### src/rtl/dac_ramp_ctrl.sv
// Rate-limited DAC code sequencer feeding the SPI transmitter; DAC_RAMP_SLEW_EN selects stepped slew, else direct jump.
// Latency: target_we to newTxData is 2 clocks when idle; one write per transfer plus UPD_DIV+1 hold clocks.
// Backpressure: writes only while txBusy is low; waits for txBusy rise/fall, times out after BUSY_TMO clocks.
module dac_ramp_ctrl #(
    parameter int STEP     = 16,
    parameter int UPD_DIV  = 100,
    parameter int BUSY_TMO = 8
) (
    input  logic        clk,
    input  logic        reset,
    input  logic [11:0] target,
    input  logic        target_we,
    input  logic        iGain,
    input  logic        txBusy,
    output logic [11:0] odata,
    output logic        oGain,
    output logic        newTxData,
    output logic        at_target,
    output logic        err_tmo
);
    localparam int CNT_MAX = (UPD_DIV > BUSY_TMO) ? UPD_DIV : BUSY_TMO;
    localparam int CW      = $clog2(CNT_MAX + 1);
    localparam logic [CW-1:0] HOLD_END = CW'(UPD_DIV);
    localparam logic [CW-1:0] TMO_LAST = CW'(BUSY_TMO - 1);

    if (STEP < 1 || STEP > 4095 || BUSY_TMO < 3) begin : g_bad_param
        $error("dac_ramp_ctrl: STEP must be 1..4095 and BUSY_TMO >= 3");
    end

    typedef enum logic [2:0] {IDLE, ISSUE, WAIT_BUSY, WAIT_DONE, HOLD} state_t;

    state_t        state, state_nxt;
    logic [11:0]   tgt, cur, cur_bak, nxt_code;
    logic          gain_l, gain_cur, gain_bak, pend;
    logic [CW-1:0] cnt;
    logic          go_issue, cnt_clr, cnt_inc, tmo_hit;

`ifdef DAC_RAMP_SLEW_EN
    localparam logic [12:0] STEP13 = 13'(STEP);
    logic [12:0] diff_up, diff_dn;
    logic [11:0] step_up, step_dn;

    always_comb begin
        diff_up = {1'b0, tgt} - {1'b0, cur};
        diff_dn = {1'b0, cur} - {1'b0, tgt};
        step_up = (diff_up > STEP13) ? STEP13[11:0] : diff_up[11:0];
        step_dn = (diff_dn > STEP13) ? STEP13[11:0] : diff_dn[11:0];
        if (tgt > cur)
            nxt_code = cur + step_up;
        else if (tgt < cur)
            nxt_code = cur - step_dn;
        else
            nxt_code = cur;
    end
`else
    assign nxt_code = tgt;
`endif

    always_ff @(posedge clk or posedge reset) begin
        if (reset)
            state <= IDLE;
        else
            state <= state_nxt;
    end

    // cnt starts at 0 in the ISSUE cycle, so a timeout lands BUSY_TMO clocks after the strobe
    always_comb begin
        state_nxt = state;
        go_issue  = 1'b0;
        cnt_clr   = 1'b0;
        cnt_inc   = 1'b0;
        tmo_hit   = 1'b0;
        case (state)
            IDLE: begin
                if ((tgt != cur || pend) && !txBusy) begin
                    state_nxt = ISSUE;
                    go_issue  = 1'b1;
                    cnt_clr   = 1'b1;
                end
            end
            ISSUE: begin
                state_nxt = WAIT_BUSY;
                cnt_inc   = 1'b1;
            end
            WAIT_BUSY: begin
                if (txBusy) begin
                    state_nxt = WAIT_DONE;
                end else if (cnt == TMO_LAST) begin
                    state_nxt = HOLD;
                    tmo_hit   = 1'b1;
                    cnt_clr   = 1'b1;
                end else begin
                    cnt_inc = 1'b1;
                end
            end
            WAIT_DONE: begin
                if (!txBusy) begin
                    state_nxt = HOLD;
                    cnt_clr   = 1'b1;
                end
            end
            HOLD: begin
                if (cnt == HOLD_END)
                    state_nxt = IDLE;
                else
                    cnt_inc = 1'b1;
            end
            default: state_nxt = IDLE;
        endcase
    end

    always_ff @(posedge clk or posedge reset) begin
        if (reset) begin
            tgt       <= '0;
            gain_l    <= 1'b0;
            cur       <= '0;
            gain_cur  <= 1'b0;
            cur_bak   <= '0;
            gain_bak  <= 1'b0;
            pend      <= 1'b1;
            cnt       <= '0;
            odata     <= '0;
            oGain     <= 1'b0;
            newTxData <= 1'b0;
            at_target <= 1'b0;
            err_tmo   <= 1'b0;
        end else begin
            newTxData <= go_issue;
            if (cnt_clr)
                cnt <= '0;
            else if (cnt_inc)
                cnt <= cnt + CW'(1);

            // a write the transmitter never accepted is rolled back so the same step is retried
            if (go_issue) begin
                odata    <= nxt_code;
                oGain    <= gain_l;
                cur_bak  <= cur;
                gain_bak <= gain_cur;
                cur      <= nxt_code;
                gain_cur <= gain_l;
            end else if (tmo_hit) begin
                cur      <= cur_bak;
                gain_cur <= gain_bak;
            end
            if (tmo_hit)
                err_tmo <= 1'b1;

            if (target_we) begin
                tgt    <= target;
                gain_l <= iGain;
                if (go_issue)
                    pend <= (iGain != gain_l);
                else
                    pend <= pend | (iGain != gain_cur) | tmo_hit;
            end else if (go_issue) begin
                pend <= 1'b0;
            end else if (tmo_hit) begin
                pend <= 1'b1;
            end

            at_target <= (state == IDLE) && (tgt == cur) && !pend && !target_we;
        end
    end
endmodule

### config.mk
export PLATFORM = sky130hd
export DESIGN_NAME = dac_ramp_ctrl
export DESIGN_NICKNAME = d
export VERILOG_FILES = /design/src/rtl/dac_ramp_ctrl.sv
export SDC_FILE = /design/constraint.sdc
export NUM_CORES = 1
export LEC_CHECK = 0
export CAP_MARGIN = 5
export CORE_MARGIN = 2
export CORE_UTILIZATION = 27
export CTS_CLUSTER_DIAMETER = 120
export CTS_CLUSTER_SIZE = 14
export DETAILED_ROUTE_END_ITERATION = 10
export PLACE_DENSITY_LB_ADDON = 0.12
export SLEW_MARGIN = 20
export SYNTH_ARGS = -nofsm -noshare
export SYNTH_HDL_FRONTEND = slang
export SYNTH_SLANG_ARGS = --single-unit
export TNS_END_PERCENT = 20
### constraint.sdc
create_clock -name clk -period 2 [get_ports clk]
set_input_delay 0.2 -clock clk [delete_from_list [all_inputs] [get_ports clk]]
set_output_delay 0.2 -clock clk [all_outputs]
set_load 0.03 [all_outputs]
==> run summary <==
Sequential elements use 54.5% of the synthesized area. The total global routing track utilization came out at 11.0%. The peak supply drop is 0.749 mV. The min-delay analysis places its worst path in the category input port to async pin.

The area fraction of the dominant cell type after synthesis is 53.6%. The worst register-to-register path begins at cnt[0]. The number of warnings issued by yosys is 0. The area growth from synthesis to layout is 39.3%.

CTS placed an instance of sky130_fd_sc_hd__clkbuf_8 at the clock tree root. The run finished, with violations left. The post-detailed-placement half-perimeter wirelength came out at 3960 µm. Sorting the synthesized cells by area gives the leading types as sky130_fd_sc_hd__dfrtp_1, sky130_fd_sc_hd__mux2_1, sky130_fd_sc_hd__mux2_2, sky130_fd_sc_hd__xor2_1, sky130_fd_sc_hd__and3_1. During I/O placement, the number of pins put on the boundary was 33.

The number of levels the H-tree was split into came out at 3. The critical path starts at cnt[0]. The global-route wire length before repair came out at 9980 µm. Buffers inserted to repair hold after CTS numbered 0. The core utilization of the finished layout came out at 38.8%. The tool flagged a number of max-cap violations equal to 0. Counting flops and latches in the post-synthesis netlist gives 66. The number of hold-slack violations in the final timing report is 0. Counting every instance in the synthesized netlist gives 224. For this run the aggregate overflow at the end of global routing stands at 0. After detailed routing, the average wire length per cell comes to 14.7 µm. The setup-violating endpoint count in the final report is 13. The clock-pin slew reported for the worst setup and hold paths after clock tree synthesis came out at 0.07 ns. The fraction of final layout cells with drive strength greater than 1 is 42.8%. The critical path data arrival time is 2.26 ns. The post-placement cell count is 418. The combined area of all synthesized cells is 3040 µm². Summed over all instances, the cell type with the most area after synthesis is sky130_fd_sc_hd__dfrtp_1. Setup repair after global routing could not meet its margin everywhere.

The largest buffer count on any clock path is 2. STA classifies the critical path endpoint as a register. The maximum fanout count along the critical path is 8.

The clock network latency to the later pin of the worst-skew pair is 0.34 ns. Measured against its own limit, the worst slew margin works out to 67.6%. The first routing iteration left 51 violations. For this run, the leading register cell type out of synthesis is sky130_fd_sc_hd__dfrtp_1.

After floorplanning, the core was divided into 38 placement rows. In this run the remaining antenna-violating nets after routing total 0. The die covers 12100 µm². The number of nets produced by synthesis is 243. The total routed wirelength came out at 6420 µm.

The routability congestion estimate from global placement is 0.748. The die extent in y is 110 µm. The DRC violation count after routing is 0. The via count of the first global-routing pass was 1987. The final net count came out at 311. The count of buffers inserted at the top-level ports came out at 32. After global routing, the most crowded layer is met2.

The time the worst path needs with I/O delays and setup came out at 2.03 ns. The final standard cell count with taps included and fillers excluded came out at 437. The checks that failed: setup timing. The critical path in this run is classified as register to register. The width of the die came out at 110 µm.

The antenna diode count is 0. The vias per cell is 4.35. The required time reported for the critical path endpoint is 2.23 ns. In the finished design, the share of the clock period the worst path needs comes to 101%. The worst setup slack after layout is -0.0298 ns.

The maximum clock rate came out at 0.493 GHz. The worst setup path is launched from a register. The per-instance average area after synthesis came out at 13.6 µm². The number of antenna violations at the first check in global routing came out at 0.

The effective utilization at floorplan is 27.9%. The slew at the pin with the worst max-slew slack is 0.485 ns. The analysis attributes to cell leakage a power of 1.97 nW. The slack of the worst reg-to-reg path came out at -0.03 ns.

In the synthesized netlist the async set-or-reset flop fraction comes to 100%. The fraction of met1 tracks used by global routing came out at 14.1%. The total number of clock tree sinks is 66.

The core region area came out at 10900 µm². The largest net degree at the start of global routing is 67. The synthesized design contains 0 enable-type register cells. The worst clock skew came out at 0.00948 ns. The number of library cell types mapped by synthesis came out at 42.

The met3 track utilization from global routing is 3.00%. The fraction of met2 tracks used by global routing is 17.7%. For this run, the detailed router's first-pass iteration total came to 4. The count of final max-slew check failures came to 0. The TritonCTS clock tree is built. The cell area power density is 1410 nW/µm².

Counting the buffers created by CTS gives 9. The routed layout has 1902 vias.
-- metrics by stage --
stage               worst slack [ns]  TNS [ns]  hold slack (ns)  cell area (µm²)  total power (W)
floorplan                    -0.0800    -0.640            0.352             3120          0.00371
global placement             -0.0924     -1.20            0.475             3840          0.00450
detailed placement           -0.0938     -1.53            0.482             3840          0.00453
CTS                          -0.0568    -0.494            0.261             4040          0.00568
global route                  -0.102     -2.01            0.292             4230          0.00634
finish                       -0.0298    -0.244            0.252             4230          0.00597
-- sequential cells by signal (all words and copies together) (netlist names) --
name       flops
cur           12
cur_bak       12
nxt_code      12
odata         12
cnt            7
state          3
at_target      1
err_tmo        1
gain_bak       1
gain_cur       1
gain_l         1
newTxData      1
oGain          1
pend           1
-- synthesized netlist by cell type, types with 2 or more instances --
cell,n
sky130_fd_sc_hd__nor2_1,9
sky130_fd_sc_hd__buf_4,2
sky130_fd_sc_hd__buf_2,6
sky130_fd_sc_hd__buf_6,2
sky130_fd_sc_hd__nor4_1,2
sky130_fd_sc_hd__ha_1,2
sky130_fd_sc_hd__xor2_1,17
sky130_fd_sc_hd__and3_1,10
sky130_fd_sc_hd__nand2_1,5
sky130_fd_sc_hd__dfrtp_1,65
sky130_fd_sc_hd__o31ai_1,2
sky130_fd_sc_hd__mux2_1,39
sky130_fd_sc_hd__inv_1,4
sky130_fd_sc_hd__clkbuf_1,2
sky130_fd_sc_hd__mux2_2,26
sky130_fd_sc_hd__nor3_1,3
sky130_fd_sc_hd__xnor2_1,3
-- cell usage in the layout (no fill, tap or decap), drive strengths merged, types with 2 or more instances in the layout --
cell,synthesis,routed
mux2,66,66
ha,2,2
a31oi,2,2
inv,5,5
clkbuf,2,11
nor2,9,9
nor4,2,2
clkdlybuf4s50,0,32
clkinv,0,4
xor2,17,17
and3,10,10
nor3,4,4
dfrtp,65,65
buf,10,36
nand2,5,5
nor3b,2,2
o31ai,2,2
xnor2,3,3
o21ai,2,2
-- layer usage --
layer,part of all wire (%),vias up
met5,0,-
met4,0.93,0
met3,2.4,5
met2,48,25
met1,49,949
li1,-,923
-- report_power, final --
part / total (W) / leakage, nW / switching, W / internal (W)
registers: 0.00220 / 0.799 / 0.000345 / 0.00185
clock network: 0.00107 / 0.0958 / 0.000503 / 0.000567
logic: 0.00270 / 1.07 / 0.00111 / 0.00160
-- area by class of cell --
type | instances | area, µm²
clock inverter | 6 | 57.6
sequential | 66 | 1650
timing repair buffer | 69 | 666
multi-input combinational | 141 | 1530
tap | 140 | 175
inverter | 5 | 18.8
fill | 1039 | 6660
clock buffer | 10 | 128
-- critical path: stages (launching register included) --
cell                      delay (ns)
sky130_fd_sc_hd__dfrtp_1        0.39
sky130_fd_sc_hd__ha_4           0.16
sky130_fd_sc_hd__nor3b_4        0.19
sky130_fd_sc_hd__and3_4         0.20
sky130_fd_sc_hd__and3b_2        0.25
sky130_fd_sc_hd__buf_12         0.16
sky130_fd_sc_hd__mux2_1         0.32
sky130_fd_sc_hd__mux2_2         0.26
-- what timing repair did --
item / 4_1_cts / 5_1_grt
pin swaps: 0 / 7
setup endpoints to repair: 39 / 46
gates resized for setup: 4 / 33
cloned: 0 / 1
buffers inserted: 0 / 2
-- worst paths after layout --
path                                to  depth (start not counted)
setup / recovery                cur[9]                          7
hold / removal               newTxData                          3
setup reg to reg                cur[9]                          7
hold reg to reg               odata[7]                          1
max in group asynchronous         pend                          3
min in group clk           nxt_code[8]                          2
-- logic make-up after synthesis --
logic type                 synth area share [%]
DFF                                        54.5
xor gates and xnor gates                   5.77
adders and majority gates                 0.824
AOI/OAI and AO/OA                          2.93
muxes                                      24.9
and+or+nand+nor                            8.00
buffers and inverters                      3.09
Note: power is estimated with default switching activity, not from simulation.
